--- src/rtl/fb_scanout_reader.sv ---
// Purpose : read side of the monochrome framebuffer; fetches 16-bit words and serialises them MSB-first into a pixel stream.
// Latency : frame_start sampled on edge 0 -> first pixel_valid after edge 3; then 1 pixel/cycle with no word-boundary bubbles.
// Backpr. : pixel_ready low freezes pixel/pixel_valid; one prefetched word is held and no new read is issued while it is full.
//
// Ports:
//   clk, reset_n       : clock, synchronous active-low reset
//   frame_start        : one-cycle request to scan a full frame from address 0 (ignored while busy)
//   read_address, q    : framebuffer registered read port (q valid one clock after the RAM samples read_address)
//   pixel, pixel_valid, pixel_ready : serial pixel stream, valid/ready handshake (1 = white)
//   busy, frame_done   : frame in progress; one-cycle pulse after the last pixel is accepted
module fb_scanout_reader #(
    parameter int ADDR_WIDTH  = 13,
    parameter int WORD_WIDTH  = 16,
    parameter int FRAME_WORDS = 8192
) (
    input  logic                  clk,
    input  logic                  reset_n,
    input  logic                  frame_start,
    output logic [ADDR_WIDTH-1:0] read_address,
    input  logic [WORD_WIDTH-1:0] q,
    output logic                  pixel,
    output logic                  pixel_valid,
    input  logic                  pixel_ready,
    output logic                  busy,
    output logic                  frame_done
);

    localparam int CNT_W = $clog2(WORD_WIDTH + 1);
    localparam logic [ADDR_WIDTH-1:0] LAST_ADDR = ADDR_WIDTH'(FRAME_WORDS - 1);
    localparam logic [CNT_W-1:0]      FULL_CNT  = CNT_W'(WORD_WIDTH);

    typedef enum logic {
        IDLE = 1'b0,
        RUN  = 1'b1
    } state_t;

    state_t state, state_nxt;

    // Read pipeline: pend_issue = address loaded this cycle, pend_ram = RAM has
    // sampled it and q is valid at the next edge.
    logic                  pend_issue;
    logic                  pend_ram;
    logic                  pf_vld;
    logic [WORD_WIDTH-1:0] pf_dat;
    logic [WORD_WIDTH-1:0] shift_dat;
    logic [CNT_W-1:0]      shift_cnt;   // bits still to be presented from shift_dat

    logic start, issue, accept, last_take, load, finish;

    assign start     = (state == IDLE) && frame_start;
    assign accept    = pixel_valid && pixel_ready;
    assign last_take = accept && (shift_cnt == CNT_W'(1));
    // Refill on the same edge the last bit leaves, so words run back-to-back.
    assign load      = pf_vld && ((shift_cnt == '0) || last_take);
    // Address doubles as the issued-word counter: once it reaches LAST_ADDR
    // every word of the frame has been requested.
    assign issue     = (state == RUN) && !pf_vld && !pend_issue && !pend_ram
                       && (read_address != LAST_ADDR);
    assign finish    = (state == RUN) && (read_address == LAST_ADDR)
                       && !pend_issue && !pend_ram && !pf_vld && last_take;

    // State register
    always_ff @(posedge clk) begin
        if (!reset_n) begin
            state <= IDLE;
        end else begin
            state <= state_nxt;
        end
    end

    // Next-state logic
    always_comb begin
        state_nxt = state;
        case (state)
            IDLE:    if (frame_start) state_nxt = RUN;
            RUN:     if (finish)      state_nxt = IDLE;
            default: state_nxt = IDLE;
        endcase
    end

    // Outputs
    always_comb begin
        busy        = (state == RUN);
        pixel       = shift_dat[WORD_WIDTH-1];
        pixel_valid = (shift_cnt != '0);
    end

    // Datapath: address, read pipeline, prefetch slot and shifter
    always_ff @(posedge clk) begin
        if (!reset_n) begin
            read_address <= '0;
            pend_issue   <= 1'b0;
            pend_ram     <= 1'b0;
            pf_vld       <= 1'b0;
            pf_dat       <= '0;
            shift_dat    <= '0;
            shift_cnt    <= '0;
            frame_done   <= 1'b0;
        end else begin
            frame_done <= finish;
            pend_issue <= start || issue;
            pend_ram   <= pend_issue;

            if (start) begin
                read_address <= '0;
            end else if (issue) begin
                read_address <= read_address + ADDR_WIDTH'(1);
            end

            if (load) begin
                shift_dat <= pf_dat;
                shift_cnt <= FULL_CNT;
            end else if (accept) begin
                shift_dat <= {shift_dat[WORD_WIDTH-2:0], 1'b0};
                shift_cnt <= shift_cnt - CNT_W'(1);
            end

            // A capture cannot coincide with a load: a read is only issued
            // while the prefetch slot is empty, so pend_ram implies !pf_vld.
            if (pend_ram) begin
                pf_dat <= q;
                pf_vld <= 1'b1;
            end else if (load) begin
                pf_vld <= 1'b0;
            end
        end
    end

endmodule

--- config.mk ---
export PLATFORM = sky130hd
export DESIGN_NAME = fb_scanout_reader
export DESIGN_NICKNAME = d
export VERILOG_FILES = /design/src/rtl/fb_scanout_reader.sv
export SDC_FILE = /design/constraint.sdc
export NUM_CORES = 1
export LEC_CHECK = 0
export CAP_MARGIN = 20
export CORE_ASPECT_RATIO = 1.5
export CORE_MARGIN = 5
export CORE_UTILIZATION = 53
export CTS_CLUSTER_DIAMETER = 40
export DETAILED_ROUTE_END_ITERATION = 10
export PLACE_DENSITY = 0.91
export SLEW_MARGIN = 20
export SYNTH_ARGS = -nofsm -noshare
export SYNTH_HDL_FRONTEND = slang
export SYNTH_SLANG_ARGS = --single-unit
--- constraint.sdc ---
create_clock -name clk -period 2.7 [get_ports clk]
set_clock_uncertainty 0.1 [all_clocks]
set_input_delay 0.27 -clock clk [delete_from_list [all_inputs] [get_ports clk]]
set_output_delay 0.27 -clock clk [all_outputs]
set_load 0.02 [all_outputs]
==> results of run 1 <==
-- Yosys cell counts (2+ instances only) --
cell type and instances:
sky130_fd_sc_hd__a21oi_1 26, sky130_fd_sc_hd__a31oi_1 2, sky130_fd_sc_hd__a41o_1 3, sky130_fd_sc_hd__and2_1 3
sky130_fd_sc_hd__and3_1 2, sky130_fd_sc_hd__and4_1 2, sky130_fd_sc_hd__clkbuf_1 12, sky130_fd_sc_hd__dfxtp_1 55
sky130_fd_sc_hd__ha_1 4, sky130_fd_sc_hd__inv_1 4, sky130_fd_sc_hd__mux2i_1 33, sky130_fd_sc_hd__nand2_1 13
sky130_fd_sc_hd__nand3_1 9, sky130_fd_sc_hd__nor2_1 27, sky130_fd_sc_hd__nor3_1 4, sky130_fd_sc_hd__o21ai_0 21
sky130_fd_sc_hd__or3_1 5, sky130_fd_sc_hd__xor2_1 2
-- worst max path at each step --
stage / endpoint / slack, ns / cells after the start
6_report: pixel_valid / 0.15 / 4
5_1_grt: pixel_valid / 0.07 / 4
4_1_cts: pixel_valid / 0.14 / 4
3_5_place_dp: shift_dat[1] / 0.47 / 6
3_3_place_gp: pixel_valid / 0.54 / 4
2_1_floorplan: shift_dat[10] / 0.51 / 8
-- flip-flops by register name (all words and copies together) (netlist names) --
name / count
pend_issue: 1
pf_vld: 1
shift_dat: 16
frame_done: 1
shift_cnt: 5
pend_ram: 1
pf_dat: 16
busy: 1
read_address: 13
-- routing by layer --
metal  vias to the layer above  share of wire
li1                        965              -
met1                       887           0.40
met2                        45           0.53
met3                        10          0.046
met4                         0          0.024
met5                         -              0
-- power by group through the flow --
stage	Combinational, mW	Sequential [mW]	Clock (mW)
floorplan	0.495	0.967	0
global placement	0.616	0.973	0
detailed placement	0.630	0.977	0
CTS	0.637	0.959	0.570
global route	0.701	0.970	0.606
finish	0.632	0.959	0.560
-- area by class of cell --
type / instances / area [um2] / share of cell area
Clock buffer: 5 / 68.8 / 0.0243
Clock inverter: 3 / 47.5 / 0.0168
Inverter: 4 / 15.0 / 0.00531
Multi-Input combinational cell: 177 / 1150 / 0.405
Sequential cell: 55 / 1100 / 0.390
Tap cell: 46 / 57.6 / 0.0204
Timing Repair Buffer: 40 / 390 / 0.138
-- per-stage QoR --
step	instances	setup WS (ns)	util
after floorplan	250	0.513	-
after global placement	322	0.545	0.638
after detailed placement	322	0.469	0.638
after CTS	330	0.141	0.666
after global routing	330	0.0665	0.666
final	330	0.154	0.666
-- worst register-to-register path, delay by kind of cell (launching register included) --
kind            cells  cell delay, ns
compound gates      1            0.09
simple gates        2            1.01
buf+inv             1            0.12
fa+ha+maj           1            0.21
mux                 1            0.27
flops               1            0.34
-- kinds of logic after synthesis --
group | Yosys count | share of synthesized area
AOI/OAI and AO/OA | 61 | 0.151
xor gates and xnor gates | 3 | 0.0113
adders and majority gates | 4 | 0.0215
buffers and inverters | 18 | 0.0339
DFF | 55 | 0.473
muxes | 33 | 0.142
and+or+nand+nor | 76 | 0.167
==> insert_results.sql, run 1 <==
INSERT INTO impl_metrics (metric_group, metric, value, unit) VALUES
('clock_network', 'ctsHoldBuffers', '0', ''),
('worst_setup_path', 'reg2reg_slack', '0.45', 'ns'),
('drt', 'routedWlPerCell', '14.1', 'um'),
('drt', 'route.vias.total', '1907', ''),
('worst_setup_path', 'crit_path_start_kind', 'register', ''),
('grt', 'grt_first_pass_wirelength', '7.66', 'mm'),
('grt', 'grt-ovfl-total', '0', ''),
('grt', 'total_routing_usage_reported_by_global_routing', '0.160', ''),
('power', 'pwr-share-clk', '0.260', ''),
('clock_network', 'cts.path.max_buffers', '2', ''),
('final_layout', 'finalInstanceArea', '2830', 'um2'),
('worst_hold_path', 'number_of_instances_on_the_worst_hold_path', '1', ''),
('clock_network', 'clk_pin_slew', '0.10', 'ns'),
('place', 'dpl-instance-area', '2710', 'um2'),
('place', 'place.port_buffers', '36', ''),
('floorplanning', 'core_region_area', '4250', 'um2'),
('yosys', 'syn_area', '2330', 'um2'),
('sta', 'timing_hold_violations_final', '0', ''),
('drt', 'iter_0_drt_violations', '62', ''),
('power', 'vdd.ir_drop.worst', '0.621', 'mV'),
('sta', 'final_worst_path_period_share', '0.943', ''),
('final_layout', 'nNetsFinal', '307', ''),
('sta', 'clock.fmax', '393', 'MHz'),
('yosys', 'async_flop_share', '0', ''),
('yosys', 'yosys.area.top_type', 'sky130_fd_sc_hd__dfxtp_1', ''),
('worst_setup_path', 'maximum_fanout_along_the_worst_path', '7', ''),
('floorplanning', 'design.portCount', '37', ''),
('final_layout', 'num_antenna_cells', '0', ''),
('final_layout', 'final_cell_mix', 'sky130_fd_sc_hd__dfxtp_1, sky130_fd_sc_hd__clkdlybuf4s50_1, sky130_fd_sc_hd__mux2i_1', ''),
('yosys', 'synthesis.instances', '250', ''),
('run_status', 'outcome', 'finished clean', ''),
('yosys', 'yosysSeqAreaShare', '0.473', ''),
('final_layout', 'post_route_cells_drive_above_1_share', '0.0563', ''),
('worst_hold_path', 'worstHoldEndpoint', 'pend_ram', ''),
('yosys', 'yosys_warnings', '0', ''),
('worst_setup_path', 'crit_arrival', '2.18', 'ns'),
('final_layout', 'final_common_cell', 'sky130_fd_sc_hd__dfxtp_1', ''),
('clock_network', 'cts_tree', 'yes', ''),
('grt', 'groute.layer.met2.usage', '0.291', ''),
('power', 'switching_power_summed_over_all_nets', '0.684', 'mW'),
('drt', 'final_antenna_net_count', '0', ''),
('final_layout', 'layout.filler_cells', '348', ''),
('clock_network', 'cts-buffers-inserted', '5', ''),
('sta', 'timing.hold.ws', '0.376', 'ns'),
('worst_setup_path', 'cp_slowest_stage_delay', '0.61', 'ns'),
('yosys', 'synth_cell_types', '41', ''),
('worst_setup_path', 'crit_path_start', 'shift_cnt[0]', ''),
('yosys', 'synth_area_per_cell', '9.30', 'um2'),
('sta', 'report.final.setup_viol', '0', ''),
('worst_setup_path', 'ff2ff_path_depth', '6', ''),
('sta', 'worst-slew-pin-transition', '0.460', 'ns'),
('sta', 'min_period', '2.55', 'ns'),
('yosys', 'synth.ff_latch_count', '55', ''),
('drt', 'route.detailed.drc', '0', ''),
('yosys', 'synth_top_cells_by_area', 'sky130_fd_sc_hd__dfxtp_1, sky130_fd_sc_hd__mux2i_1, sky130_fd_sc_hd__a21oi_1', ''),
('worst_setup_path', 'cp.buffers_inverters', '2', ''),
('grt', 'grt_pass1_vias', '1742', ''),
('clock_network', 'insertion_delay', '0.31', 'ns'),
('power', 'power_frac_seq', '0.446', ''),
('worst_setup_path', 'crit_path_leading_delay_family', 'buffers and inverters', ''),
('worst_hold_path', 'worst_hold_startpoint', 'pend_issue', ''),
('power', 'portion_of_total_power_attributed_to_combinational_logic', '0.294', ''),
('floorplanning', 'placementRows', '29', ''),
('drt', 'finalWirelength', '4.64', 'mm'),
('job', 'cap_viol_max_count', '0', ''),
('sta', 'final_max_slew_viol_count', '0', ''),
('power', 'cellLeakagePower', '1.10', 'nW'),
('grt', 'maximum_number_of_pins_on_one_net_before_global_route_repair', '34', ''),
('floorplanning', 'die_h', '91.1', 'um'),
('grt', 'grt_most_used_layer', 'met2', ''),
('floorplanning', 'floorplan.initialDensity', '0.548', '');
No activity file was read; power rests on OpenSTA's default activity.
==> run 2, diff against run 1 <==
--- a/config.mk
+++ b/config.mk
@@ -8,10 +8,10 @@
 export CAP_MARGIN = 20
 export CORE_ASPECT_RATIO = 1.5
 export CORE_MARGIN = 5
-export CORE_UTILIZATION = 53
+export CORE_UTILIZATION = 40
 export CTS_CLUSTER_DIAMETER = 40
 export DETAILED_ROUTE_END_ITERATION = 10
-export PLACE_DENSITY = 0.91
+export PLACE_DENSITY = 0.74
 export SLEW_MARGIN = 20
 export SYNTH_ARGS = -nofsm -noshare
 export SYNTH_HDL_FRONTEND = slang
==> run 2 against run 1 <==
Net effect: die area grew 28%; final cell count grew 7.3%; global-route usage shrank 3.1 points; final area grew 0.40%; first-iteration DRC count grew 110%; total power shrank 1.9%; sequential cell count is the same; maximum frequency grew 1.5%; clock power shrank 6.6%; via count shrank 1.9%; worst setup slack gained 0.037 ns; sequential share of layout area shrank 0.15 points; critical endpoint unchanged.
==> insert_results.sql, run 2 (same netlist as run 1, synthesis figures left out) <==
INSERT INTO impl_metrics (metric_group, metric, value, unit) VALUES
('floorplanning', 'floorplan.initialDensity', '0.405', ''),
('worst_setup_path', 'path_class', 'register to output port', ''),
('worst_setup_path', 'cp.buffers_inverters', '2', ''),
('worst_setup_path', 'cp_data_required_time', '2.33', 'ns'),
('grt', 'maximum_number_of_pins_on_one_net_before_global_route_repair', '32', ''),
('job', 'cap_viol_max_count', '0', ''),
('grt', 'grt_first_pass_wirelength', '7.68', 'mm'),
('worst_setup_path', 'cp_slowest_stage_delay', '0.60', 'ns'),
('floorplanning', 'chipWidth', '72.3', 'um'),
('worst_setup_path', 'critPathCaptureType', 'output port', ''),
('clock_network', 'cts-buffers-inserted', '5', ''),
('final_layout', 'final_cell_mix', 'sky130_fd_sc_hd__dfxtp_1, sky130_fd_sc_hd__clkdlybuf4s50_1, sky130_fd_sc_hd__mux2i_1', ''),
('final_layout', 'layout.filler_cells', '561', ''),
('grt', 'grt_pass1_vias', '1756', ''),
('floorplanning', 'core_region_area', '5740', 'um2'),
('worst_setup_path', 'crit_path_leading_delay_family', 'buffers and inverters', ''),
('place', 'gp_routability_congestion', '0.753', ''),
('drt', 'drt-vias-per-instance', '5.28', ''),
('clock_network', 'clock_sink_count', '55', ''),
('final_layout', 'top_registers', 'pf_dat (16), shift_dat (16), read_address (13)', ''),
('power', 'power.share.switching', '0.309', ''),
('clock_network', 'ctsHoldBuffers', '0', ''),
('power', 'pwr-share-clk', '0.248', ''),
('grt', 'antenna_violations_before_repair', '0', ''),
('drt', 'route.detailed.drc', '0', ''),
('clock_network', 'cts-htree-levels', '2', ''),
('place', 'hpwl', '3.35', 'mm'),
('worst_hold_path', 'hold_class', 'register to register', ''),
('clock_network', 'clk_pin_slew', '0.09', 'ns'),
('grt', 'total_routing_usage_reported_by_global_routing', '0.130', ''),
('worst_setup_path', 'maximum_fanout_along_the_worst_path', '7', ''),
('power', 'vdd.ir_drop.worst', '0.357', 'mV'),
('sta', 'setup_tns', '0', 'ns'),
('clock_network', 'insertion_delay', '0.30', 'ns'),
('place', 'dpl-instance-area', '2740', 'um2'),
('drt', 'routedWlPerCell', '12.8', 'um'),
('worst_setup_path', 'crit_path_start_kind', 'register', ''),
('power', 'power_frac_seq', '0.455', ''),
('clock_network', 'clock_tree.root_cell', 'sky130_fd_sc_hd__clkbuf_8', ''),
('floorplanning', 'dieArea', '7470', 'um2'),
('clock_network', 'cts_tree', 'yes', ''),
('final_layout', 'synthToLayoutAreaGrowth', '22.0', '%'),
('final_layout', 'final_common_cell', 'sky130_fd_sc_hd__dfxtp_1', ''),
('power', 'power_per_cell_area', '743', 'nW/um2'),
('sta', 'min_period', '2.51', 'ns'),
('sta', 'report.final.setup_viol', '0', ''),
('drt', 'final_antenna_net_count', '0', ''),
('drt', 'count_of_tritonroute_iterations_in_the_first_routing_pass', '4', ''),
('worst_setup_path', 'crit_arrival', '2.14', 'ns'),
('final_layout', 'layoutNonFillerInstCount', '354', ''),
('floorplanning', 'placementRows', '34', ''),
('place', 'place.port_buffers', '36', ''),
('clock_network', 'post-cts-setup-buffers', '0', ''),
('place', 'placement.setup.worst_slack', '0.482', 'ns'),
('drt', 'route.vias.total', '1870', ''),
('sta', 'rsz0062_at_grt', 'no', ''),
('clock_network', 'ctsResizeCount', '0', ''),
('sta', 'worst-slew-pin-transition', '0.668', 'ns'),
('worst_setup_path', 'cp_cell_sequence', 'inv_1 -> ha_1 -> or4b_1 -> clkdlybuf4s50_1', ''),
('final_layout', 'nNetsFinal', '306', ''),
('power', 'switching_power_summed_over_all_nets', '0.651', 'mW'),
('sta', 'clock.fmax', '399', 'MHz'),
('grt', 'grt-ovfl-total', '0', ''),
('final_layout', 'num_antenna_cells', '0', ''),
('clock_network', 'cts.path.max_buffers', '2', ''),
('floorplanning', 'design.portCount', '37', ''),
('worst_setup_path', 'critical_path.slowest_cell', 'sky130_fd_sc_hd__clkdlybuf4s50_1', ''),
('place', 'post-place-cells', '347', ''),
('sta', 'timing.max_slew.rel_slack', '0.554', ''),
('drt', 'iter_0_drt_violations', '132', ''),
('sta', 'timing_hold_violations_final', '0', ''),
('power', 'cellLeakagePower', '1.09', 'nW'),
('power', 'power.internal', '1.46', 'mW'),
('sta', 'postLayoutSetupSlackWorst', '0.191', 'ns'),
('power', 'portion_of_total_power_attributed_to_combinational_logic', '0.297', ''),
('run_status', 'outcome', 'finished clean', ''),
('drt', 'finalWirelength', '4.54', 'mm'),
('final_layout', 'finalInstanceArea', '2840', 'um2'),
('sta', 'final_max_slew_viol_count', '0', ''),
('sta', 'timing.hold.ws', '0.388', 'ns'),
('final_layout', 'post_route_cells_drive_above_1_share', '0.0461', ''),
('floorplanning', 'die_h', '103', 'um'),
('sta', 'final_worst_path_period_share', '0.929', '');
-- run 2: final timing paths --
path / from / endpoint / slack, ns / cells past startpoint
worst max-delay path: shift_cnt[0] / pixel_valid / 0.19 / 4
worst min-delay path: pend_issue / pend_ram / 0.39 / 1
worst max register to register: shift_cnt[0] / shift_dat[4] / 0.48 / 6
worst min register to register: pend_issue / pend_ram / 0.39 / 1
-- run 2: power groups by stage --
stage,Sequential [mW],Combinational (mW),Clock (mW)
global route,0.970,0.698,0.567
floorplan,0.967,0.495,0
global placement,0.975,0.619,0
detailed placement,0.978,0.631,0
finish,0.960,0.626,0.523
CTS,0.960,0.635,0.537
-- run 2: layout make-up --
cell class	instances	area [um2]	share of cell area
Clock buffer	6	72.6	0.0256
Timing Repair Buffer	39	383	0.135
Tap cell	72	90.1	0.0317
Sequential cell	55	1100	0.388
Inverter	4	15.0	0.00529
Clock inverter	1	30.0	0.0106
Multi-Input combinational cell	177	1150	0.404
-- run 2: metrics by stage --
stage	total power, mW	utilization
after floorplan	1.46	-
after global placement	1.59	0.476
after detailed placement	1.61	0.476
after CTS	2.13	0.494
after global routing	2.24	0.494
final	2.11	0.494
-- run 2: per-layer routing --
| metal | routed length, um | track usage | part of all wire | vias up |
|---|---|---|---|---|
| li1 | - | - | - | 957 |
| met3 | 213 | 0.0300 | 0.047 | 9 |
| met4 | 84 | 0.0564 | 0.019 | 0 |
| met2 | 2380 | 0.237 | 0.53 | 37 |
| met5 | 0 | 0 | 0 | - |
| met1 | 1860 | 0.141 | 0.41 | 867 |
